### src/rtl/tone_pkg.sv
// Shared definitions for the tone player.
// Holds the FSM state type, the special step codes, the note half-period
// table (C5..B5 for a 100 MHz clock) and the default melody.
// No ports; import with `import tone_pkg::*;`.
package tone_pkg;

  typedef enum logic [1:0] {
    S_IDLE,
    S_PLAY,
    S_GAP,
    S_DONE
  } state_t;

  localparam logic [3:0] REST = 4'd0;
  localparam logic [3:0] END  = 4'd15;

  // Half-period in clock cycles at 100 MHz: round(100e6 / (2 * f_note)).
  // Codes 0 and 13..15 are not notes and carry 0.
  localparam int unsigned NOTE_HP [16] = '{
    0,       // 0  rest
    95557,   // 1  C5
    90194,   // 2  C#5
    85131,   // 3  D5
    80353,   // 4  D#5
    75843,   // 5  E5
    71586,   // 6  F5
    67568,   // 7  F#5
    63776,   // 8  G5
    60197,   // 9  G#5
    56818,   // 10 A5
    53629,   // 11 A#5
    50619,   // 12 B5
    0,       // 13 rest
    0,       // 14 rest
    0        // 15 end marker
  };

  // 16 steps, step i at bits [6i+5:6i] = {code, len}. Listed step 15 down to 0:
  // a rising scale, a short rest, then a falling scale ending on a long C5.
  localparam logic [95:0] DEFAULT_MELODY = {
    6'b111100, 6'b000111, 6'b001100, 6'b010100,
    6'b011000, 6'b100000, 6'b101000, 6'b110001,
    6'b000000, 6'b110001, 6'b101000, 6'b100000,
    6'b011000, 6'b010100, 6'b001100, 6'b000100
  };

  function automatic logic is_note(input logic [3:0] code);
    return (code >= 4'd1) && (code <= 4'd12);
  endfunction

endpackage

### src/rtl/tone_rom.sv
// Combinational lookup from a step code to the effective tone half-period,
// i.e. NOTE_HP[code] >> DIV_SHIFT, never less than 1 so the tone counter
// always has a valid terminal count.
// Ports:
//   code  in  4      step code
//   hp    out DIV_W  effective half-period in clock cycles
module tone_rom
  import tone_pkg::*;
#(
  parameter int DIV_W     = 18,
  parameter int DIV_SHIFT = 0
) (
  input  logic [3:0]       code,
  output logic [DIV_W-1:0] hp
);

  logic [DIV_W-1:0] hp_tab [16];

  // The table is fully elaborated from constants, so it folds to plain logic.
  for (genvar gi = 0; gi < 16; gi++) begin : g_tab
    localparam int unsigned SHIFTED = NOTE_HP[gi] >> DIV_SHIFT;
    localparam logic [DIV_W-1:0] HP_EFF = (SHIFTED == 0) ? DIV_W'(1) : DIV_W'(SHIFTED);
    assign hp_tab[gi] = HP_EFF;
  end

  assign hp = hp_tab[code];

endmodule

### src/rtl/tone_player.sv
// Melody sequencer driving a square-wave buzzer.
// Walks a fixed melody of {code, len} steps; each step lasts (len+1) beats,
// the last GAP_CYC cycles of which are silent for articulation.
// Ports:
//   clk    in  1       system clock
//   rst    in  1       synchronous reset, active-high
//   start  in  1       begin playback from step 0 (ignored while busy)
//   stop   in  1       abort playback (wins over start)
//   loop   in  1       restart at step 0 after the last step
//   spek   out 1       buzzer drive
//   busy   out 1       high while playing
//   step   out SEQ_AW  index of the step playing
//   done   out 1       one-cycle pulse on normal completion
module tone_player
  import tone_pkg::*;
#(
  parameter int DIV_W     = 18,
  parameter int DIV_SHIFT = 0,
  parameter int BEAT_CYC  = 25_000_000,
  parameter int GAP_CYC   = 2_500_000,
  parameter int SEQ_LEN   = 16,
  parameter int SEQ_AW    = 4,
  parameter logic [6*SEQ_LEN-1:0] MELODY = (6*SEQ_LEN)'(DEFAULT_MELODY)
) (
  input  logic              clk,
  input  logic              rst,
  input  logic              start,
  input  logic              stop,
  input  logic              loop,
  output logic              spek,
  output logic              busy,
  output logic [SEQ_AW-1:0] step,
  output logic              done
);

  // Wide enough to count a full four-beat step.
  localparam int DUR_W = $clog2(4 * BEAT_CYC + 1);

  logic [3:0] code_tab [SEQ_LEN];
  logic [1:0] len_tab  [SEQ_LEN];

  for (genvar gi = 0; gi < SEQ_LEN; gi++) begin : g_melody
    assign code_tab[gi] = MELODY[6*gi+2 +: 4];
    assign len_tab[gi]  = MELODY[6*gi   +: 2];
  end

  state_t            state_reg;
  logic [DIV_W-1:0]  tone_cnt_reg;
  logic [DUR_W-1:0]  dur_reg;
  logic [SEQ_AW-1:0] step_reg;
  logic              spek_reg;
  logic              busy_reg;
  logic              done_reg;

  logic [3:0]        cur_code;
  logic [1:0]        cur_len;
  logic [DIV_W-1:0]  cur_hp;
  logic [DUR_W-1:0]  play_last;
  logic [DUR_W-1:0]  step_last;
  logic [SEQ_AW-1:0] step_inc;
  logic              is_last;
  logic              melody_end;
  logic              step_end;

  tone_rom #(
    .DIV_W     (DIV_W),
    .DIV_SHIFT (DIV_SHIFT)
  ) u_rom (
    .code (cur_code),
    .hp   (cur_hp)
  );

  always_comb begin
    cur_code  = code_tab[step_reg];
    cur_len   = len_tab[step_reg];
    // The duration counter runs across the whole step: PLAY ends at
    // play_last, GAP ends at step_last.
    play_last = DUR_W'((int'(cur_len) + 1) * BEAT_CYC - GAP_CYC - 1);
    step_last = DUR_W'((int'(cur_len) + 1) * BEAT_CYC - 1);
    step_inc  = step_reg + SEQ_AW'(1);
    is_last   = (step_reg == SEQ_AW'(SEQ_LEN - 1));
    // is_last guards the lookup so the table is never read past its end.
    melody_end = is_last || (code_tab[step_inc] == END);
    // With no gap the step ends straight out of PLAY.
    step_end = ((state_reg == S_GAP) && (dur_reg == step_last)) ||
               ((GAP_CYC == 0) && (state_reg == S_PLAY) && (dur_reg == play_last));
  end

  always_ff @(posedge clk) begin
    if (rst) begin
      state_reg    <= S_IDLE;
      tone_cnt_reg <= '0;
      dur_reg      <= '0;
      step_reg     <= '0;
      spek_reg     <= 1'b0;
      busy_reg     <= 1'b0;
      done_reg     <= 1'b0;
    end else begin
      done_reg <= 1'b0;
      case (state_reg)
        S_IDLE: begin
          tone_cnt_reg <= '0;
          dur_reg      <= '0;
          step_reg     <= '0;
          spek_reg     <= 1'b0;
          busy_reg     <= 1'b0;
          if (start && !stop) begin
            if (code_tab[0] == END) begin
              // Empty melody: report completion without playing anything.
              state_reg <= S_DONE;
              done_reg  <= 1'b1;
            end else begin
              state_reg <= S_PLAY;
              busy_reg  <= 1'b1;
            end
          end
        end

        S_PLAY, S_GAP: begin
          if (stop) begin
            state_reg    <= S_IDLE;
            tone_cnt_reg <= '0;
            dur_reg      <= '0;
            step_reg     <= '0;
            spek_reg     <= 1'b0;
            busy_reg     <= 1'b0;
          end else if (step_end) begin
            // Every step starts silent with fresh counters.
            tone_cnt_reg <= '0;
            dur_reg      <= '0;
            spek_reg     <= 1'b0;
            if (!melody_end) begin
              state_reg <= S_PLAY;
              step_reg  <= step_inc;
            end else if (loop) begin
              state_reg <= S_PLAY;
              step_reg  <= '0;
            end else begin
              state_reg <= S_DONE;
              busy_reg  <= 1'b0;
              done_reg  <= 1'b1;
            end
          end else if (state_reg == S_GAP) begin
            dur_reg <= dur_reg + DUR_W'(1);
          end else if (dur_reg == play_last) begin
            state_reg    <= S_GAP;
            dur_reg      <= dur_reg + DUR_W'(1);
            tone_cnt_reg <= '0;
            spek_reg     <= 1'b0;
          end else begin
            dur_reg <= dur_reg + DUR_W'(1);
            if (is_note(cur_code)) begin
              if (tone_cnt_reg == cur_hp - DIV_W'(1)) begin
                tone_cnt_reg <= '0;
                spek_reg     <= ~spek_reg;
              end else begin
                tone_cnt_reg <= tone_cnt_reg + DIV_W'(1);
              end
            end else begin
              tone_cnt_reg <= '0;
              spek_reg     <= 1'b0;
            end
          end
        end

        S_DONE: begin
          state_reg <= S_IDLE;
          step_reg  <= '0;
          spek_reg  <= 1'b0;
          busy_reg  <= 1'b0;
        end

        default: state_reg <= S_IDLE;
      endcase
    end
  end

  assign spek = spek_reg;
  assign busy = busy_reg;
  assign step = step_reg;
  assign done = done_reg;

endmodule

### config.mk
export PLATFORM = sky130hd
export DESIGN_NAME = tone_player
export DESIGN_NICKNAME = d
export VERILOG_FILES = /design/src/rtl/tone_pkg.sv /design/src/rtl/tone_rom.sv /design/src/rtl/tone_player.sv
export SDC_FILE = /design/constraint.sdc
export NUM_CORES = 1
export LEC_CHECK = 0
export CORE_ASPECT_RATIO = 1.75
export CORE_MARGIN = 2
export CORE_UTILIZATION = 46
export CTS_BUF_LIST = sky130_fd_sc_hd__clkbuf_16
export DETAILED_ROUTE_END_ITERATION = 10
export GPL_ROUTABILITY_DRIVEN = 0
export GPL_TIMING_DRIVEN = 0
export SLEW_MARGIN = 20
export SYNTH_ARGS = -nofsm -noshare
export SYNTH_HDL_FRONTEND = slang
export SYNTH_SLANG_ARGS = --single-unit
### constraint.sdc
create_clock -name clk -period 4.25 [get_ports clk]
set_input_delay 0.85 -clock clk [delete_from_list [all_inputs] [get_ports clk]]
set_output_delay 0.85 -clock clk [all_outputs]
set_load 0.005 [all_outputs]
[Word-level counts from Yosys, hierarchy flattened]
Memory sizes are Yosys's and may differ from the RTL's.
Index checks and enable logic that the tools add are counted.
Storage, ports and cells
  register bits after elaboration: 54
  bits in latches: 0
  bits in writable memories: 0
  bits in read-only memories: 448
  input port bits: 5
  output and inout bits: 7
  logic and storage cells: 108
  memories kept: 4
Memories
  (no name shown): depth 16, bits a word 18, read ports 1, clocked after memory_dff 0, write ports 0, line tone_rom.sv:26  | assign hp = hp_tab[code];
  (no name shown): depth 16, bits a word 4, read ports 1, clocked after memory_dff 0, write ports 0, line tone_player.sv:83  | melody_end = is_last || (code_tab[step_inc] == END);
  (no name shown): depth 16, bits a word 4, read ports 1, clocked after memory_dff 0, write ports 0, line tone_player.sv:74  | cur_code = code_tab[step_reg];
  (no name shown): depth 16, bits a word 2, read ports 1, clocked after memory_dff 0, write ports 0, line tone_player.sv:75  | cur_len = len_tab[step_reg];
Operators by class
  add/subtract/negate cells: 8
  $mul: 1
  divide/modulo/power cells: 0
  order comparisons: 5
  equal/unequal tests: 16
  shifts and indexed selects: 0
  muxes and demuxes: 45
  bitwise gates (word level): 7
  reduce and logical (&&, ||, !) cells: 15
Operators by type and width (count)
  $mux 18: 8
  $eq 27x27->1: 2
  $mux 27: 2
  $pmux 27 s2: 1
  $pmux 18 s2: 1
  $mux 4: 8
  $add 27x1->27 const B: 1
  $sub 27x1->27 const B: 1
  $sub 27x2->27 const B: 1
  $sub 27x22->27 const B: 1
  $mul 3x19->21 const B: 1
  $add 18x1->18 const B: 1
  $eq 18x18->1: 1
  $mux 2: 9
  $sub 18x1->18 const B: 1
  $ge 5x5->1 const B: 3
  $not 4->5: 3
  $mux 1: 12
  $ne 4x4->1 const B: 3
  $ne 3x3->1 const B: 3
  $eq 4x4->1 const B: 2
  $pmux 4 s2: 1
  $ne 6x6->1 const B: 1
  $pmux 2 s3: 1
  other kinds (19): 29

[Depth between registers and ports, before layout]
  word-level depth: 17
  gate-level depth with buffers: 21
  mapped depth without buffers: 19

[By module]
Synthesis repeated with hierarchy kept, for this count alone.
Unflattened totals
  cells, all modules: 583
  area total of the unflattened synthesis: 4611.9 µm²
Modules (own cells, without submodules)
  tone_player: times used 1, cells an instance 523, area each 4185.3 µm², sequential area each 1081.0 µm²
  tone_rom: times used 1, cells an instance 60, area each 426.7 µm², sequential area each 0.0 µm²

[Worst setup path after synthesis]
No wires, ideal clock.
  path type: reg-to-reg
  start point: register step_reg[2] (netlist: step[2])
  end point: register tone_cnt_reg[10]
  setup time: 117 ps
  arrival time: 4512 ps
  data required time: 4133 ps
  slack: -380 ps
  stages on the path, launching flop included: 22
  path buffers: 3
  clock period less this slack: 4630 ps
  path through: dfxtp_1 > buf_6 > clkbuf_1 > nor2b_1 > nor2_1 > a21oi_1 > inv_1 > ha_1 > nand3_1 > o21ai_0 > a211o_1 > nand3_1 > ha_1 > o21ai_0 > nor2_1 > nand4_1 > mux2i_1 > or4_1 > or4b_4 > nor3_2 > buf_2 > nor2_1
Between the ends
  cells in the longest elaborated chain, start to end: 17
  elaborated cells on any way between the ends: 33
  those cells by class: 5 x add/sub; 1 x mul; 2 x order compare; 4 x eq/ne; 13 x mux; 2 x bitwise; 3 x reduce/logical; 3 x memory
Ends and longest elaborated chain
  from (decl): line tone_player.sv:50  | logic [SEQ_AW-1:0] step_reg;
  from (signal assigned): line tone_player.sv:134  | step_reg <= step_inc;
  $not 4->5 (not written as such) *: line tone_player.sv:74, tone_player.sv:75
  parallel branches: the longest is 16 deep, another holds $sub 27x22->27
  to (signal assigned): line tone_player.sv:157  | tone_cnt_reg <= tone_cnt_reg + DIV_W'(1);
  to (decl): line tone_player.sv:48  | logic [DIV_W-1:0] tone_cnt_reg;
Every way passes the cells marked *. The select of a mux whose other input is x is not followed.
A chain may end at the register's enable or synchronous reset.

[Worst setup path after layout]
  start point: register step_reg[0] (netlist: step[0])
  end point: register tone_cnt_reg[7]
Same word-level chain as after synthesis.

==> run metrics <==
I/O pins=12; Worst path depth=18; Leak=approximately 2.2 nW; most frequent cells after synthesis=91 x nor2_1, 67 x nand2_1, 54 x dfxtp_1; number of flip-flops under the largest register name=27; Starting Density=between 40% and 50%; Unique masters post-synth=between 70 and 80; combinational share of power=about 15%; Slew @ Worst Pin=between 0.7 and 0.8 ns; CP bufs+invs=4; startpoint types=flip-flop; worst endpoint required time=around 4.5 ns; Hold Crit Depth=2; VDD IR-drop max=between 0.2 and 0.3 mV; pwr dens=~180 mW/mm2; Final #Nets=762; largest buffer count on any clock path=2; Die H=between 100 and 150 um; Synth Warn #=0; MaxCap Viol Count=0; area leader, netlist=dfxtp_1; Hold Fails Final Rpt=0; slowest stage delay, CP=roughly 0.58 ns; Worst Hold Slack=0.540 ns; initial antenna violation count=0; first drt pass iteration count=5; Slew HR=about 48%; CP Class=flip-flop to flip-flop; Worst Hold End=dur_reg[1]$_SDFFE_PP0P_; Critical Path Sink Type=flip-flop; R2R Path End=tone_cnt_reg[7]$_SDFFE_PP0P_; Most used DFF post-synth=dfxtp_1; total grt overflow=0; diodes inserted=0; slowest library cell on the worst path=or4b_4; CTS tree=yes; CP Max Fanout=7; #FFs+latches synth=54; layout cells sized above 1=19.6%; DRT iter0 DRCs=approximately 240; skew final=~0.011 ns; Hold Startpoint=dur_reg[1]$_SDFFE_PP0P_; CTS buffer count=5; Mean Syn Cell Area=7.41 um2; Post-Syn Instances=around 670; Yosys top cell area share=between 20% and 30%; register area=about 0.0011 mm2; CTS Sinks=54; hold buffers post-CTS=0; Achievable Freq=~240 MHz; die width=a little over 80 um; fin crit period=4.22 ns; period utilization=between 90 and 100%; non-filler cells, final=856; Synth async-reset ratio=0%; DR WL/cell=approximately 18 um; Avg Vias per Cell=about 6; largest cells by area after synthesis=dfxtp_1 22%, ha_1 7.8%, xnor2_1 7.2%; area of the multi-input gates=about 0.004 mm2; PortBufs=10; RSZ-0062 raised after global routing=true; Via Count=roughly 5100; reg2reg start=step[0]$_SDFFE_PP0P_; CTS Root Cell=clkbuf_16; worst-path cell chain=clkinvlp_4, ha_4, mux2_4, buf_4, a32oi_4, or2_4, nand3_4, ha_4, buf_6, xnor2_2, xnor2_1, a211o_1, nor4_2, nand3_1, or4b_4, nor3_4, buf_6, nor2_1; total negative setup slack=0 ns; total wire length=15.3 mm; drt drc=0; final core area utilization=approximately three fifths; Worst-path clk slew=approximately 0.08 ns; post-synth design cell area=about 0.0050 mm2; Finish-stage setup viols=0; Clock power frac=38.9%; Hold Crit Class=flip-flop to flip-flop; reg2reg setup slack=0.03 ns; first-pass GRT wire length=roughly 25 mm; DP HPWL=11.4 mm; EDFF count, synth=0; remaining antenna violation count=0; largest net degree at the start of global routing=20; H-tree depth=2; count leader, synth=nor2_1; FF-to-FF path depth=18; Filler Cells Inserted=between 1000 and 1500; vias in the first global route=~5000; all-layer global routing usage=roughly 27%; num rows=50; syn_nets=710; P_sw=roughly 0.3 mW; Top delay family on crit path=simple AND/OR/NAND/NOR gates; # placed instances=between 800 and 900; sequential power share=46.2%; Switching Share=between 20 and 30%; fin. max-slew vios=0; die area=around 0.012 mm2; core area=0.0106 mm2; Final Power=between 1 and 1.5 mW; WP data arrival=around 4.4 ns; clk_lat worst skew=approximately 0.30 ns; Area Growth Syn to Fin=24.6%; sequential area share after synthesis=between 20 and 25%; internal power=around 0.81 mW; status=finished clean
-- kinds of logic after synthesis --
| kind of cell | share of synthesized area (%) |
|---|---|
| other | 0.0752 |
| AND/OR/NAND/NOR | 31.7 |
| buffers and inverters | 5.27 |
| flip-flops | 21.7 |
| AO/OA/AOI/OAI | 17.2 |
| multiplexers | 2.56 |
| XOR/XNOR | 13.3 |
| adder cells (fa/ha/maj) | 8.18 |
-- repair_timing --
action,CTS,global route
buffers inserted,34,10
pin swaps,31,17
gates cloned,1,0
gates resized for setup,74,37
hold endpoints to repair,0,0
setup endpoints to repair,53,45
-- worst max path at each step --
stage	to	from	slack (ns)
after detailed placement	tone_cnt_reg[5]$_SDFFE_PP0P_	step[3]$_SDFFE_PP0P_	-1.22
after CTS	tone_cnt_reg[5]$_SDFFE_PP0P_	step[0]$_SDFFE_PP0P_	-0.01
after global routing	tone_cnt_reg[7]$_SDFFE_PP0P_	step[0]$_SDFFE_PP0P_	-0.10
after global placement	tone_cnt_reg[15]$_SDFFE_PP0P_	step[3]$_SDFFE_PP0P_	-1.06
final	tone_cnt_reg[7]$_SDFFE_PP0P_	step[0]$_SDFFE_PP0P_	0.03
after floorplan	spek$_SDFFE_PP0P_	step[0]$_SDFFE_PP0P_	0.02
-- through the flow --
step / setup slack, ns / instance area, um2
2_1_floorplan: 0.0177 / 5040
3_3_place_gp: -1.06 / 5300
3_5_place_dp: -1.22 / 5300
4_1_cts: -0.0139 / 6010
5_1_grt: -0.105 / 6210
6_report: 0.0349 / 6210
-- layout make-up --
cell class | instances | share of cell area [%]
plain buffers | 25 | 2.60
clock buffers | 5 | 2.01
clock inverters | 3 | 0.463
inverters | 27 | 1.89
multi-input cells | 557 | 65.3
flip-flops and latches | 54 | 17.6
well taps | 130 | 2.62
repair buffers | 55 | 7.43
-- layout by cell type, fill, tap and decap left out, types with 11 or more instances in the layout --
cell     count
o21ai_0     19
nand2_1     65
a21oi_1     15
xnor2_1     40
xor2_1      33
and3_1      11
inv_1       21
nor2b_1     14
nand3_1     32
nand4_1     15
nor3_1      19
nor2_1      88
dfxtp_1     50
ha_1        18
and2_1      11
buf_4       47
-- metal layers --
layer | GRT usage, % | wire length, um | share of wire, %
met3 | 3.12 | 485 | 3.2
met5 | 0 | 0 | 0
met1 | 27.4 | 5490 | 36
met2 | 51.0 | 8380 | 55
met4 | 14.4 | 921 | 6.0
-- power groups by stage --
| stage | Sequential, mW | Clock, mW | Combinational (mW) |
|---|---|---|---|
| finish | 0.515 | 0.433 | 0.166 |
| global route | 0.516 | 0.459 | 0.179 |
| CTS | 0.515 | 0.445 | 0.153 |
| detailed placement | 0.528 | 0 | 0.128 |
| global placement | 0.528 | 0 | 0.126 |
| floorplan | 0.526 | 0 | 0.0932 |
-- tightest hold or removal path: stages (launching register included) --
cell and delay, ns:
dfxtp_1 0.36, a21oi_1 0.07, nor2_1 0.07
Note: power is estimated with default switching activity, not from simulation.
